## config.mk

```make
export PLATFORM = sky130hd
export DESIGN_NAME = id_ex_stage
export DESIGN_NICKNAME = d
export VERILOG_FILES = /design/src/rtl/mips_pkg.sv /design/src/rtl/fwd_sel.sv /design/src/rtl/id_ex_stage.sv
export SDC_FILE = /design/constraint.sdc
export NUM_CORES = 1
export LEC_CHECK = 0
export ABC_AREA = 1
export BUFFER_PORTS_ARGS = -buffer_cell sky130_fd_sc_hd__clkbuf_2
export CAP_MARGIN = 20
export CORE_MARGIN = 8
export CORE_UTILIZATION = 30
export DETAILED_ROUTE_END_ITERATION = 10
export PLACE_DENSITY = 0.61
export SLEW_MARGIN = 5
export SYNTH_ARGS = -nofsm -noshare
export SYNTH_HDL_FRONTEND = slang
export SYNTH_SLANG_ARGS = --single-unit
export TNS_END_PERCENT = 30
```

## constraint.sdc

```tcl
create_clock -name clk -period 2.6 [get_ports clk]
set_input_delay 0.26 -clock clk [delete_from_list [all_inputs] [get_ports clk]]
set_output_delay 0.26 -clock clk [all_outputs]
set_load 0.02 [all_outputs]
```

## src/rtl/mips_pkg.sv

```systemverilog
// rtl/mips_pkg.sv - shared MIPS pipeline encodings and the ID/EX register layout
package mips_pkg;

  // ALU function encodings
  localparam logic [3:0] ALU_ADD  = 4'b0000;
  localparam logic [3:0] ALU_SUB  = 4'b0001;
  localparam logic [3:0] ALU_AND  = 4'b0010;
  localparam logic [3:0] ALU_OR   = 4'b0011;
  localparam logic [3:0] ALU_XOR  = 4'b0100;
  localparam logic [3:0] ALU_NOR  = 4'b0101;
  localparam logic [3:0] ALU_SLT  = 4'b0110;
  localparam logic [3:0] ALU_SLTU = 4'b0111;
  localparam logic [3:0] ALU_SLL  = 4'b1000;
  localparam logic [3:0] ALU_SRL  = 4'b1001;
  localparam logic [3:0] ALU_SRA  = 4'b1010;
  localparam logic [3:0] ALU_SLLV = 4'b1011;
  localparam logic [3:0] ALU_SRLV = 4'b1100;
  localparam logic [3:0] ALU_SRAV = 4'b1101;
  localparam logic [3:0] ALU_LUI  = 4'b1110;

  // Forwarding-source selects
  localparam logic [1:0] FWD_RF  = 2'b00;
  localparam logic [1:0] FWD_WB  = 2'b01;
  localparam logic [1:0] FWD_MEM = 2'b10;

  // Architectural zero register; never a forwarding target
  localparam logic [4:0] REG_ZERO = 5'd0;

  // Contents of the ID/EX pipeline register
  typedef struct packed {
    logic        valid;
    logic [31:0] rs_data;
    logic [31:0] rt_data;
    logic [31:0] imm;
    logic [4:0]  rs;
    logic [4:0]  rt;
    logic [4:0]  rd;
    logic        uses_rs;
    logic        uses_rt;
    logic [3:0]  func;
    logic [4:0]  shamt;
    logic        alu_src;
    logic        reg_write;
    logic        mem_read;
    logic        mem_write;
    logic        mem_to_reg;
  } id_ex_t;

  // A bubble is the all-zero register image
  localparam id_ex_t ID_EX_BUBBLE = '0;

endpackage

```

## src/rtl/fwd_sel.sv

```systemverilog
// rtl/fwd_sel.sv - picks the forwarding source for one EX-stage operand
module fwd_sel
  import mips_pkg::*;
(
  input  logic [4:0] spec,
  input  logic       mem_reg_write,
  input  logic [4:0] mem_rd,
  input  logic       wb_reg_write,
  input  logic [4:0] wb_rd,
  output logic [1:0] sel
);

  // EX/MEM is the younger producer, so it is checked before MEM/WB
  always_comb begin
    sel = FWD_RF;
    if (mem_reg_write && (mem_rd != REG_ZERO) && (mem_rd == spec)) begin
      sel = FWD_MEM;
    end else if (wb_reg_write && (wb_rd != REG_ZERO) && (wb_rd == spec)) begin
      sel = FWD_WB;
    end
  end

endmodule

```

## src/rtl/id_ex_stage.sv

```systemverilog
// rtl/id_ex_stage.sv - ID/EX pipeline register with load-use stall and operand forwarding
module id_ex_stage
  import mips_pkg::*;
(
  input  logic        clk,
  input  logic        rst_n,
  input  logic        id_valid,
  input  logic [31:0] id_rs_data,
  input  logic [31:0] id_rt_data,
  input  logic [31:0] id_imm,
  input  logic [4:0]  id_rs,
  input  logic [4:0]  id_rt,
  input  logic [4:0]  id_rd,
  input  logic        id_uses_rs,
  input  logic        id_uses_rt,
  input  logic [3:0]  id_alu_func,
  input  logic [4:0]  id_shamt,
  input  logic        id_alu_src,
  input  logic        id_reg_write,
  input  logic        id_mem_read,
  input  logic        id_mem_write,
  input  logic        id_mem_to_reg,
  input  logic        flush,
  input  logic        mem_reg_write,
  input  logic [4:0]  mem_rd,
  input  logic [31:0] mem_result,
  input  logic        wb_reg_write,
  input  logic [4:0]  wb_rd,
  input  logic [31:0] wb_result,
  output logic        stall,
  output logic [31:0] alu_a,
  output logic [31:0] alu_b,
  output logic [3:0]  alu_func,
  output logic [4:0]  alu_shamt,
  output logic [31:0] ex_store_data,
  output logic        ex_valid,
  output logic        ex_reg_write,
  output logic        ex_mem_read,
  output logic        ex_mem_write,
  output logic        ex_mem_to_reg,
  output logic [4:0]  ex_rd
);

  id_ex_t      pipe_q;
  id_ex_t      pipe_d;
  logic [1:0]  rs_sel;
  logic [1:0]  rt_sel;
  logic [31:0] rs_fwd;
  logic [31:0] rt_fwd;

  // The source-use flags travel with the instruction but EX does not consume them
  logic unused_uses;
  assign unused_uses = pipe_q.uses_rs ^ pipe_q.uses_rt;

  // Load-use hazard: a load in EX whose destination ID is about to read; a flush cancels it
  always_comb begin
    stall = 1'b0;
    if (id_valid && pipe_q.valid && pipe_q.mem_read && (pipe_q.rd != REG_ZERO) && !flush) begin
      if ((id_uses_rs && (pipe_q.rd == id_rs)) || (id_uses_rt && (pipe_q.rd == id_rt))) begin
        stall = 1'b1;
      end
    end
  end

  // Next register contents: flush beats stall, both insert a bubble
  always_comb begin
    pipe_d = ID_EX_BUBBLE;
    if (!flush && !stall) begin
      pipe_d.valid      = id_valid;
      pipe_d.rs_data    = id_rs_data;
      pipe_d.rt_data    = id_rt_data;
      pipe_d.imm        = id_imm;
      pipe_d.rs         = id_rs;
      pipe_d.rt         = id_rt;
      pipe_d.rd         = id_rd;
      pipe_d.uses_rs    = id_uses_rs;
      pipe_d.uses_rt    = id_uses_rt;
      pipe_d.func       = id_alu_func;
      pipe_d.shamt      = id_shamt;
      pipe_d.alu_src    = id_alu_src;
      pipe_d.reg_write  = id_reg_write;
      pipe_d.mem_read   = id_mem_read;
      pipe_d.mem_write  = id_mem_write;
      pipe_d.mem_to_reg = id_mem_to_reg;
    end
  end

  // ID/EX register; reset empties the stage immediately
  always_ff @(posedge clk or negedge rst_n) begin
    if (!rst_n) begin
      pipe_q <= ID_EX_BUBBLE;
    end else begin
      pipe_q <= pipe_d;
    end
  end

  fwd_sel u_fwd_rs (
    .spec          (pipe_q.rs),
    .mem_reg_write (mem_reg_write),
    .mem_rd        (mem_rd),
    .wb_reg_write  (wb_reg_write),
    .wb_rd         (wb_rd),
    .sel           (rs_sel)
  );

  fwd_sel u_fwd_rt (
    .spec          (pipe_q.rt),
    .mem_reg_write (mem_reg_write),
    .mem_rd        (mem_rd),
    .wb_reg_write  (wb_reg_write),
    .wb_rd         (wb_rd),
    .sel           (rt_sel)
  );

  // Forwarding muxes for both source operands
  always_comb begin
    rs_fwd = pipe_q.rs_data;
    rt_fwd = pipe_q.rt_data;
    case (rs_sel)
      FWD_MEM: rs_fwd = mem_result;
      FWD_WB:  rs_fwd = wb_result;
      default: rs_fwd = pipe_q.rs_data;
    endcase
    case (rt_sel)
      FWD_MEM: rt_fwd = mem_result;
      FWD_WB:  rt_fwd = wb_result;
      default: rt_fwd = pipe_q.rt_data;
    endcase
  end

  // ALU operand selection; stores always see the forwarded rt value
  always_comb begin
    alu_a         = rs_fwd;
    alu_b         = pipe_q.alu_src ? pipe_q.imm : rt_fwd;
    ex_store_data = rt_fwd;
  end

  assign alu_func      = pipe_q.func;
  assign alu_shamt     = pipe_q.shamt;
  assign ex_valid      = pipe_q.valid;
  assign ex_reg_write  = pipe_q.reg_write;
  assign ex_mem_read   = pipe_q.mem_read;
  assign ex_mem_write  = pipe_q.mem_write;
  assign ex_mem_to_reg = pipe_q.mem_to_reg;
  assign ex_rd         = pipe_q.rd;

endmodule

```

## After elaboration in Yosys (flattened, before gate mapping)

Cells that the tools add are included.

- Register bits: 126
- Bits of input ports: 207
- Output and inout port bits: 116

- Equal/unequal tests: 10
- Muxes and demuxes: 10
- Reduce and logical (&&, ||, !) cells: 19

Operators by type and width:

| cell | number |
|---|---|
| 128-bit two-way mux | 1 |
| 32-bit one-hot mux with 2 select lines | 2 |
| 32-bit two-way mux | 1 |
| 5-bit == test | 6 |
| 5-bit nonzero test | 3 |
| 1-bit logical AND | 13 |
| 2-bit by 1-bit == test with 1-bit output (second input constant) | 2 |
| 2-bit == test (second input constant) | 2 |
| 1-bit two-way mux | 4 |
| 2-bit two-way mux | 2 |
| 1-bit zero test | 2 |
| 1-bit logical OR | 1 |

## Depth between registers and ports, before layout

Gate-level depths: netlist of run 1.

- Depth after elaboration: 8
- Gate-level depth with buffers: 11

## Cells and area by module

Synthesis of run 1 repeated with hierarchy kept, for this count alone.

- Cell total of the unflattened synthesis: 956
- Area, all modules: 6621.4 µm²

Modules (own cells, without submodules):

| module | instances | cells an instance | area each (µm²) | seq. area each (µm²) |
|---|---|---|---|---|
| id_ex_stage | 1 | 854 | 6190.9 | 3153.0 |
| fwd_sel | 2 | 51 | 215.2 | 0.0 |

## Worst setup path after synthesis of run 1

OpenSTA, ideal clock, no wires.

- Path kind: register to output
- Start: reg pipe_q[25] (netlist name)
- End: out alu_b[10]
- Data arrival time: 1580 ps
- Setup slack: 760 ps
- Cell stages (with the launch flop): 8
- Path buffers: 1
- Cell sequence: dfrtp_1 > xor2_1 > nor2_4 > clkbuf_1 > nand4_1 > nand3_1 > nand2_1 > nand2_1

- Longest elaborated chain between the ends: 7
- Elaborated cells between the ends (all ways): 10
- Classes of those cells: eq/ne: 4; mux: 4; reduce/logical: 2

Ends and longest elaborated chain:

| element | line | source |
|---|---|---|
| start: declaration | id_ex_stage.sv:44 | `id_ex_t pipe_q;` |
| start signal: assignment | id_ex_stage.sv:93 | `pipe_q <= pipe_d;` |
| 5-bit == test | fwd_sel.sv:18 | `end else if (wb_reg_write && (wb_rd != REG_ZERO) && (wb_rd == spec)) begin` |
| 1-bit logical AND | fwd_sel.sv:18 |  |
| 1-bit two-way mux | fwd_sel.sv:18 |  |
| 2-bit two-way mux * | fwd_sel.sv:16 | `if (mem_reg_write && (mem_rd != REG_ZERO) && (mem_rd == spec)) begin` |
| 2-bit by 1-bit == test with 1-bit output / 2-bit == test (equally long branches) | id_ex_stage.sv:124 | `case (rt_sel)` |
| 32-bit one-hot mux with 2 select lines * | id_ex_stage.sv:124 |  |
| named net ex_store_data[10] | id_ex_stage.sv:35 | `output logic [31:0] ex_store_data,` |
| 32-bit two-way mux * | id_ex_stage.sv:134 | `alu_b = pipe_q.alu_src ? pipe_q.imm : rt_fwd;` |
| end: declaration | id_ex_stage.sv:32 | `output logic [31:0] alu_b,` |

The timed path passes the listed nets; every way through them passes the cells marked *.

## Worst setup path after layout of run 1

- Start: reg pipe_q[24] (netlist name)
- End: out alu_b[25]

- Longest elaborated chain between the ends: 7
- Elaborated cells between the ends (all ways): 10
- Classes of those cells: eq/ne: 4; mux: 4; reduce/logical: 2

Ends and longest elaborated chain:

| element | line |
|---|---|
| 5-bit == test | fwd_sel.sv:18 |
| 1-bit logical AND | fwd_sel.sv:18 |
| 1-bit two-way mux | fwd_sel.sv:18 |
| 2-bit two-way mux * | fwd_sel.sv:16 |
| 2-bit by 1-bit == test with 1-bit output / 2-bit == test (equally long branches) | id_ex_stage.sv:124 |
| 32-bit one-hot mux with 2 select lines * | id_ex_stage.sv:124 |
| 32-bit two-way mux * | id_ex_stage.sv:134 |

Mark *: on every way between the ends. The rest lies on a longest branch, timed or not.

==> results of run 1 <==
-- logic make-up (layout without fill, tap and decap cells) --
group / after synthesis / in the layout / share of synthesized area (%)
buffers and inverters: 216 / 528 / 14.0
AOI/OAI and AO/OA: 9 / 9 / 0.860
xor gates and xnor gates: 17 / 17 / 2.23
DFF: 126 / 126 / 47.1
and+or+nand+nor: 535 / 535 / 35.8
-- power by group --
part / switching, W / total [W] / internal (W)
sequential: 0.0000428 / 0.00210 / 0.00206
clock: 0.000951 / 0.00258 / 0.00163
combinational: 0.000646 / 0.00101 / 0.000363
-- final timing paths --
path                             from  cells past startpoint      endpoint  slack (ns)
max                        pipe_q[24]                     13     alu_b[25]        0.11
max in group asynchronous       rst_n                      3  ex_mem_write        1.45
min in group asynchronous       rst_n                      2    pipe_q[49]        0.41
min                          id_rd[0]                      3      ex_rd[0]        0.02
min reg2reg                  ex_rd[4]                      5      ex_rd[0]        1.06
max reg2reg                  ex_rd[0]                      9    pipe_q[91]        0.73
-- metrics by stage --
| stage | std cells | instance area [µm²] | util (%) | setup slack [ns] | TNS (ns) |
|---|---|---|---|---|---|
| 2_1_floorplan | 903 | 6690 | - | 0.760 | 0 |
| 3_3_place_gp | 1459 | 8520 | 38.9 | 0.412 | 0 |
| 3_5_place_dp | 1459 | 8520 | 38.9 | 0.382 | 0 |
| 4_1_cts | 1492 | 9170 | 41.9 | 0.00677 | 0 |
| 5_1_grt | 1495 | 9410 | 43.0 | -0.0446 | -0.187 |
| 6_report | 1495 | 9410 | 43.0 | 0.113 | 0 |
-- layer usage --
layer  share of wire, %  vias to the layer above
li1                   -                     3399
met1                 39                     3346
met2                 48                      336
met3                 11                       42
met4                2.0                        4
met5              0.098                        -
-- synth_stat cells, drive strengths merged --
cell type / n / area (µm²)
clkbuf: 16 / 60.1
o41ai: 1 / 8.76
o21ai: 2 / 10.0
a211oi: 1 / 7.51
nor3: 4 / 31.3
buf: 55 / 330
nand3: 197 / 998
inv: 145 / 544
xor2: 8 / 70.1
a21oi: 1 / 5.00
a21boi: 1 / 7.51
dfrtp: 126 / 3150
nor2b: 1 / 6.26
xnor2: 9 / 78.8
o22ai: 3 / 18.8
nor2: 142 / 551
nand2: 156 / 588
nand4: 34 / 213
nand3b: 1 / 7.51
-- cell type report --
class | count | area, µm² | area share, %
flip-flops and latches | 126 | 3150 | 33.5
well taps | 280 | 350 | 3.72
multi-input cells | 561 | 2730 | 29.1
clock inverters | 13 | 189 | 2.01
repair buffers | 351 | 1990 | 21.2
inverters | 145 | 547 | 5.81
clock buffers | 19 | 443 | 4.71
-- what timing repair did --
action / 4_1_cts / 5_1_grt
hold endpoints to repair: 62 / 0
hold buffers: 1 / 0
endpoints found under the setup margin: 1 / 51
setup buffers: 0 / 1
gates resized for setup: 1 / 59
cloned: 0 / 2
pin swaps: 0 / 4
-- worst register-to-register path: stages (launching register included) --
cell      delay, ns
dfrtp_1        0.45
nand2_1        0.09
o21ai_0        0.07
a211oi_1       0.17
nand3_1        0.09
nand2_1        0.07
nand2_1        0.11
nand2_4        0.28
buf_12         0.30
nor2_1         0.12
==> flow_metrics.py, run 1 <==
metrics = {
    "placement": {
        "portBuffers": 322,
        "post-dp-hpwl_um": 20300,
        "globalplace.congestion": 0.818,
    },
    "floorplan": {
        "rows": 54,
        "core_um2": 21900,
        "ios": 323,
        "die_w_um": 165,
        "start_util_pct": 30.6,
        "die_h_um": 165,
        "dieArea_um2": 27300,
    },
    "global_route": {
        "grt_antenna_before_repair": 2,
        "grt_max_degree": 66,
        "grt.met1_usage_pct": 22.7,
        "grt_pass1_vias": 7420,
        "grt_busiest_layer": "met2",
        "grt_use_total_pct": 19.4,
        "grt_pass1_wl_um": 40800,
        "use_met3_pct": 7.06,
        "overflow": 0,
        "use_met2_pct": 32.7,
    },
    "route": {
        "vias_per_cell": 4.77,
        "ant_nets": 0,
        "wl_um": 27600,
        "via_count": 7127,
        "drt_iter0_markers": 368,
        "drc": 0,
        "dr.pass1.iters": 6,
        "avgRoutedWirePerCell_um": 18.5,
    },
    "synthesis": {
        "syn_inst": 903,
        "ys_ff_latch": 126,
        "synth_nets": 1110,
        "syn_area_um2": 6690,
        "synth.distinct_cells": 28,
        "yosysSeqAreaShare_pct": 47.1,
        "ys.warnings.count": 0,
        "synth.avg_cell_area_um2": 7.41,
    },
    "sta": {
        "skew_ns": 0.0106,
        "fin_hold_ws_ns": 0.0226,
        "fin_crit_sh_pct": 95.6,
        "finalHoldViolCount": 0,
        "fmax_mhz": 402,
        "rsz0062_at_grt": "true",
        "worstMarginPinSlew_ns": 0.658,
        "finalMaxSlewViolations": 0,
        "max_slew_margin_pct": 56.2,
        "min_period_ns": 2.49,
        "finalSetupViolCount": 0,
    },
    "cts": {
        "numCtsBuffers": 17,
        "clk_path_buf_depth": 2,
        "cts_num_sinks": 126,
        "cts_tree": "yes",
        "clk_latency_ns": 0.42,
        "ctsHtreeMaxLevel": 4,
        "cts.clk_slew.worst_paths_ns": 0.06,
        "clock-root-buffer": "clkbuf_16",
    },
    "final_layout": {
        "nets": 1409,
        "drive_gt1_share_pct": 34.3,
        "largest_reg_flops": 107,
        "diodes": 0,
        "final_cell_mix": "clkbuf_2 (304), nand3_1 (175), nand2_1 (154)",
        "largest-register": "pipe_q",
        "fill_cells": 2273,
        "areaGrowthSynthToFinish_pct": 40.6,
        "final_common_cell": "clkbuf_2",
    },
    "outcome": {
        "status": "complete, no violations",
    },
    "setup_path": {
        "start_kind": "flip-flop",
        "critical_path_class": "reg2out",
        "crit_family": "simple AND/OR/NAND/NOR gates",
        "cp_max_fo": 9,
        "cp.arrival_ns": 2.23,
        "slowest_stage": "dfrtp_1",
        "crit_chain": "nand2_1 > inv_1 > nor2_2 > nor2_1 > nand3_1 > nor2_4 > buf_12 > clkbuf_16 > nand3_1 > nand3_2 > nand2_1 > nand2_1 > clkbuf_2",
        "cp-end-kind": "output pin",
        "required_ns": 2.34,
        "crit_buf_inv": 4,
        "crit_top_cell": "nand2_1",
        "max_stage_delay_ns": 0.42,
    },
    "hold_path": {
        "min_path_type": "in2reg",
    },
    "pwr": {
        "p_leak_nw": 5.56,
        "power.density_nw_per_um2": 606,
        "total_power_w": 0.00570,
        "irDropWorstVdd_mv": 0.397,
    },
    "flow_run": {
        "cap_viol_max_count": 0,
    },
}
Power figures use the tool's default switching activity.
==> run 2: changes to the inputs <==
Settings changed: ABC_AREA 1 to not set.
==> run 2 against run 1 <==
Routed wire length fell by 8.5%. Global-route usage fell by 2.0 points. Worst setup slack got worse by 0.17 ns. Clock-buffer cell count fell by 1. Largest power group unchanged. The run now ends with setup timing left. Hold slack improved by 0.025 ns. Utilization rose by 5.2 points. Synthesized area fell by 3.2%. Critical endpoint is now alu_b[0].
==> flow_metrics.py, run 2 <==
metrics = {
    "pwr": {
        "power.density_nw_per_um2": 551,
        "p_leak_nw": 4.83,
        "irDropWorstVdd_mv": 0.419,
    },
    "final_layout": {
        "final_cell_area_um2": 10200,
        "final_util_pct": 48.2,
        "areaGrowthSynthToFinish_pct": 56.9,
        "nets": 1207,
        "diodes": 0,
        "final_common_cell": "clkbuf_2",
        "largest_reg_flops": 107,
        "final_cell_mix": "clkbuf_2 (262), and2_1 (126), dfrtp_1 (125)",
        "largest-register": "pipe_q",
        "drive_gt1_share_pct": 50.3,
    },
    "global_route": {
        "grt_max_degree": 72,
        "grt_antenna_before_repair": 0,
        "grt_pass1_vias": 6567,
        "grt_use_total_pct": 17.5,
        "grt_pass1_wl_um": 36200,
        "overflow": 0,
    },
    "sta": {
        "max_slew_margin_pct": 61.4,
        "rsz0062_at_grt": "true",
        "finalSetupViolCount": 21,
        "finalMaxSlewViolations": 0,
        "skew_ns": 0.0103,
        "final.setup.tns_ns": -0.427,
        "min_period_ns": 2.66,
        "fmax_mhz": 376,
        "fin_ws_ns": -0.0566,
        "finalHoldViolCount": 0,
        "fin_crit_sh_pct": 102,
        "worstMarginPinSlew_ns": 0.578,
    },
    "outcome": {
        "status": "finished, violations left",
        "violations": "setup timing",
    },
    "route": {
        "wl_um": 25200,
        "drc": 0,
        "ant_nets": 0,
        "dr.pass1.iters": 4,
        "drt_iter0_markers": 222,
        "via_count": 5997,
        "vias_per_cell": 4.66,
        "avgRoutedWirePerCell_um": 19.6,
    },
    "floorplan": {
        "die_w_um": 163,
        "die_h_um": 163,
        "start_util_pct": 30.7,
        "dieArea_um2": 26500,
        "core_um2": 21100,
        "ios": 323,
        "rows": 53,
    },
    "cts": {
        "clk_path_buf_depth": 2,
        "numCtsBuffers": 17,
        "ctsHtreeMaxLevel": 4,
        "cts.clk_slew.worst_paths_ns": 0.07,
        "cts_tree": "yes",
        "clock-root-buffer": "clkbuf_16",
        "clk_latency_ns": 0.41,
        "cts_num_sinks": 126,
    },
    "synthesis": {
        "synth_top_cell_area_share_pct": 48.7,
        "yosysSeqAreaShare_pct": 48.7,
        "ys_ff_latch": 126,
        "synth_flop_cell": "dfrtp_1",
        "syn_inst": 660,
        "synth_top_cell_by_area": "dfrtp_1",
        "synth_common_cells": "and2_1 (126), dfrtp_1 (126), o21ai_0 (63)",
        "ys.warnings.count": 0,
        "synth.distinct_cells": 32,
        "synth-edff-count": 0,
        "synth_top_cells_by_area": "dfrtp_1 (49%), and2_1 (12%), mux2_2 (5.0%)",
        "synth_nets": 867,
        "synth.avg_cell_area_um2": 9.81,
        "syn_area_um2": 6480,
        "async_flop_share_pct": 100,
    },
    "setup_path": {
        "slowest_stage": "or4_1",
        "cp_max_fo": 16,
        "cp.arrival_ns": 2.40,
        "required_ns": 2.34,
        "crit_family": "buffers and inverters",
        "cp-end-kind": "output pin",
        "crit_buf_inv": 5,
        "crit_top_cell": "buf_4",
        "crit_chain": "clkbuf_2 > or4_1 > buf_4 > o211ai_4 > or2_4 > buf_12 > a31oi_1 > buf_4 > mux2_4 > buf_6",
        "critical_path_class": "in2out",
        "start_kind": "primary input",
        "max_stage_delay_ns": 0.52,
    },
    "flow_run": {
        "cap_viol_max_count": 0,
    },
    "placement": {
        "post-dp-hpwl_um": 17700,
        "post-place-ws_ns": 0.00902,
        "postPlaceCellArea_um2": 8560,
        "globalplace.congestion": 0.825,
        "portBuffers": 322,
    },
    "hold_path": {
        "min_path_type": "in2reg",
    },
}
==> run 2: cell types whose count changed after synthesis, sizes merged, moves of 31 or more <==
| cell | previous run | this run |
|---|---|---|
| nand3 | 197 | 1 |
| nor2 | 142 | 8 |
| and2 | 0 | 126 |
| nand2 | 156 | 38 |
| inv | 145 | 31 |
| o21ai | 2 | 63 |
| mux2i | 0 | 32 |
| a31oi | 0 | 31 |
==> run 2: path summary, 6_finish.rpt <==
kind | cells past startpoint | endpoint | slack, ns | from
worst max register to register | 6 | pipe_q[125] | 0.65 | ex_rd[2]
worst max-delay path | 10 | alu_b[0] | -0.06 | mem_rd[4]
worst min register to register | 4 | ex_rd[1] | 1.11 | ex_mem_read
min in group asynchronous | 2 | alu_shamt[1] | 0.37 | rst_n
max in group asynchronous | 3 | pipe_q[93] | 1.42 | rst_n
worst min-delay path | 2 | pipe_q[4] | 0.05 | id_alu_src
==> run 2: worst reg2reg max path: stages (launching register included) <==
cell and delay, ns:
dfrtp_1 0.43, xnor2_1 0.22, nand4_1 0.15, o22ai_1 0.33
a31oi_4 0.14, buf_4 0.29, and2_1 0.27
==> run 2: what timing repair did <==
item                                   4_1_cts  5_1_grt
resized for setup                           76      147
cloned                                       0        5
hold buffers                                 1        0
setup endpoints to repair                   95       81
pin swaps                                   14       33
buffers inserted                            11       11
endpoints found under the hold margin       48        0
==> run 2: metrics by stage <==
step | std cells | total power [W] | hold slack, ns
floorplan | 660 | 0.00265 | -0.0356
global placement | 1228 | 0.00314 | 0.248
detailed placement | 1229 | 0.00315 | 0.247
CTS | 1273 | 0.00558 | 0.0226
global route | 1288 | 0.00586 | 0.0240
finish | 1288 | 0.00560 | 0.0479
==> run 2: logic make-up (layout without fill, tap and decap cells) <==
kind of cell    after synthesis  after routing  synth area share [%]
mux                          62             62                  10.2
simple gates                245            245                  21.4
buf+inv                      93            446                  6.51
xor+xnor                     30             30                  4.06
compound gates              104            104                  9.18
flops                       126            126                  48.7
==> run 2: area by class of cell <==
cell class              instances  area (µm²)
multi-input cells             441        3490
clock buffers                  18         439
inverters                      31         116
clock inverters                14         135
repair buffers                383        2480
flip-flops and latches        126        3150
fillers                      2056       10900
well taps                     275         344
==> run 2: per-layer routing <==
metal  track usage (%)  wire [µm]  share of wire [%]  vias to the layer above
met3              6.32       2030                8.0                       25
met4              5.09        401                1.6                        0
li1                  -          -                  -                     2884
met5                 0          0                  0                        -
met2              30.7      12900                 51                      223
met1              19.5       9950                 39                     2865
==> run 2: power breakdown <==
group	switching (W)	leakage [nW]	internal, W
registers	0.0000461	1.62	0.00206
clock network	0.000959	0.270	0.00136
logic	0.000637	2.94	0.000546
==> run 3: changes to the inputs <==
Settings changed: CELL_PAD_IN_SITES_DETAIL_PLACEMENT set to 0, CELL_PAD_IN_SITES_GLOBAL_PLACEMENT set to 1, PLACE_DENSITY 0.61 to 0.78.
==> run 3 against run 2 <==
The flow still finishes with violations (setup timing). Critical endpoint is now alu_b[17]. Die area is the same. Largest power group unchanged. Clock-buffer cell count grew 1. Critical path type is now reg2out. Sequential power is essentially flat. Highest routed layer unchanged.
==> flow_metrics.py, run 3 (synthesis results as in run 2) <==
metrics = {
    "final_layout": {
        "drive_gt1_share_pct": 49.7,
        "fill_cells": 2036,
        "largest-register": "pipe_q",
        "multi_input_area_um2": 3440,
        "areaGrowthSynthToFinish_pct": 55.7,
        "largest_reg_flops": 107,
        "final_util_pct": 47.8,
        "final_common_cell": "clkbuf_2",
        "nets": 1184,
        "register_area_um2": 3150,
        "final_cell_mix": "clkbuf_2 (259), and2_1 (126), dfrtp_1 (125)",
        "diodes": 0,
    },
    "setup_path": {
        "cp-end-kind": "output pin",
        "required_ns": 2.34,
        "slowest_stage": "dfrtp_1",
        "cp_max_fo": 17,
        "start_kind": "flip-flop",
        "crit_chain": "xor2_1 > a211o_4 > buf_12 > or3_1 > a31oi_2 > mux2_4 > clkbuf_8",
        "critical_path_class": "reg2out",
        "cp.arrival_ns": 2.37,
        "max_stage_delay_ns": 0.39,
    },
    "sta": {
        "finalMaxSlewViolations": 0,
        "max_slew_margin_pct": 56.3,
        "min_period_ns": 2.63,
        "fin_ws_ns": -0.0264,
        "skew_ns": 0.0193,
        "finalHoldViolCount": 0,
        "fmax_mhz": 381,
        "rsz0062_at_grt": "true",
        "finalSetupViolCount": 14,
        "fin_crit_sh_pct": 101,
        "worstMarginPinSlew_ns": 0.656,
        "fin_hold_ws_ns": 0.0438,
    },
    "global_route": {
        "grt_max_degree": 73,
        "overflow": 0,
        "grt_pass1_wl_um": 37100,
        "grt_pass1_vias": 6397,
        "grt_use_total_pct": 18.2,
        "grt_antenna_before_repair": 0,
    },
    "route": {
        "avgRoutedWirePerCell_um": 20.1,
        "via_count": 5966,
        "drc": 0,
        "vias_per_cell": 4.72,
        "dr.pass1.iters": 6,
        "ant_nets": 0,
        "wl_um": 25400,
        "drt_iter0_markers": 271,
    },
    "pwr": {
        "p_clk_share_pct": 44.9,
        "p_leak_nw": 4.77,
        "p_seq_share_pct": 35.3,
        "irDropWorstVdd_mv": 0.386,
        "p_sw_w": 0.00160,
        "combPwrFrac_pct": 19.8,
        "p_int_w": 0.00436,
        "p_sw_share_pct": 26.9,
        "power.density_nw_per_um2": 591,
    },
    "cts": {
        "clk_latency_ns": 0.42,
        "ctsHtreeMaxLevel": 4,
        "cts_tree": "yes",
        "cts.clk_slew.worst_paths_ns": 0.06,
        "clk_path_buf_depth": 2,
        "clock-root-buffer": "clkbuf_16",
        "cts_num_sinks": 126,
        "numCtsBuffers": 17,
    },
    "placement": {
        "portBuffers": 322,
        "globalplace.congestion": 0.844,
        "post-dp-hpwl_um": 17900,
    },
    "floorplan": {
        "rows": 53,
        "ios": 323,
        "die_h_um": 163,
        "core_um2": 21100,
        "start_util_pct": 30.7,
        "die_w_um": 163,
        "dieArea_um2": 26500,
    },
    "outcome": {
        "status": "finished, violations left",
        "violations": "setup timing",
    },
    "flow_run": {
        "cap_viol_max_count": 0,
    },
    "hold_path": {
        "min_path_type": "in2reg",
    },
}
-- run 3: cell types whose count changed in the layout (fill, tap and decap cells not counted), moves of 6 or more --
cell	change
buf_4	-29
o21ai_1	-11
or3_1	+6
a31oi_4	-7
or3_4	-6
o21ai_2	+7
clkbuf_8	+8
-- run 3: cell type report --
class | count | area share, %
clock buffer | 19 | 4.49
clock inverter | 13 | 2.08
inverter | 31 | 1.15
multi-input combinational | 441 | 34.1
sequential | 126 | 31.3
tap | 275 | 3.41
timing repair buffer | 360 | 23.5
-- run 3: power groups by stage --
stage	Combinational (W)	Clock, W	Sequential [W]
3_3_place_gp	0.000977	0	0.00213
6_report	0.00118	0.00268	0.00211
2_1_floorplan	0.000522	0	0.00213
4_1_cts	0.00112	0.00274	0.00210
3_5_place_dp	0.000984	0	0.00214
5_1_grt	0.00127	0.00283	0.00212
-- run 3: worst max-delay path, delay by kind of cell, from the launching register on --
family / cells / cell delay, ns
buf+inv: 2 / 0.31
compound gates: 2 / 0.57
xor+xnor: 1 / 0.16
mux: 1 / 0.18
flops: 1 / 0.39
simple gates: 1 / 0.33
-- run 3: metal layers --
| layer | share of wire (%) | track usage, % | up-vias |
|---|---|---|---|
| met5 | 0 | 0 | - |
| li1 | - | - | 2836 |
| met2 | 52 | 32.8 | 217 |
| met4 | 1.1 | 4.92 | 0 |
| met1 | 38 | 19.8 | 2901 |
| met3 | 8.6 | 6.62 | 12 |
-- run 3: worst paths after layout --
| path | from | endpoint | slack [ns] | cells after the start |
|---|---|---|---|---|
| max | pipe_q[23] | alu_b[17] | -0.03 | 7 |
| min | id_imm[0] | pipe_q[31] | 0.04 | 2 |
| max reg2reg | ex_rd[1] | pipe_q[109] | 0.68 | 6 |
| min reg2reg | ex_rd[2] | pipe_q[26] | 1.22 | 5 |
| max in group asynchronous | rst_n | pipe_q[94] | 1.42 | 3 |
| min in group asynchronous | rst_n | alu_func[1] | 0.41 | 2 |
-- run 3: repair_timing --
| item | in CTS | in global routing |
|---|---|---|
| setup buffers | 10 | 2 |
| endpoints found under the setup margin | 61 | 75 |
| hold buffers | 1 | 0 |
| gates resized for setup | 115 | 124 |
| gates cloned | 3 | 3 |
| endpoints found under the hold margin | 66 | 0 |
| pin swaps | 29 | 9 |
-- run 3: through the flow --
step	power, W	TNS, ns	cells	setup WS, ns	instance area [µm²]
floorplan	0.00265	0	660	0.239	6480
global placement	0.00311	0	1214	0.0239	8380
detailed placement	0.00312	-0.00803	1214	-0.00803	8380
CTS	0.00596	-0.738	1260	-0.0642	9680
global route	0.00622	-3.39	1265	-0.143	10100
finish	0.00597	-0.172	1265	-0.0264	10100
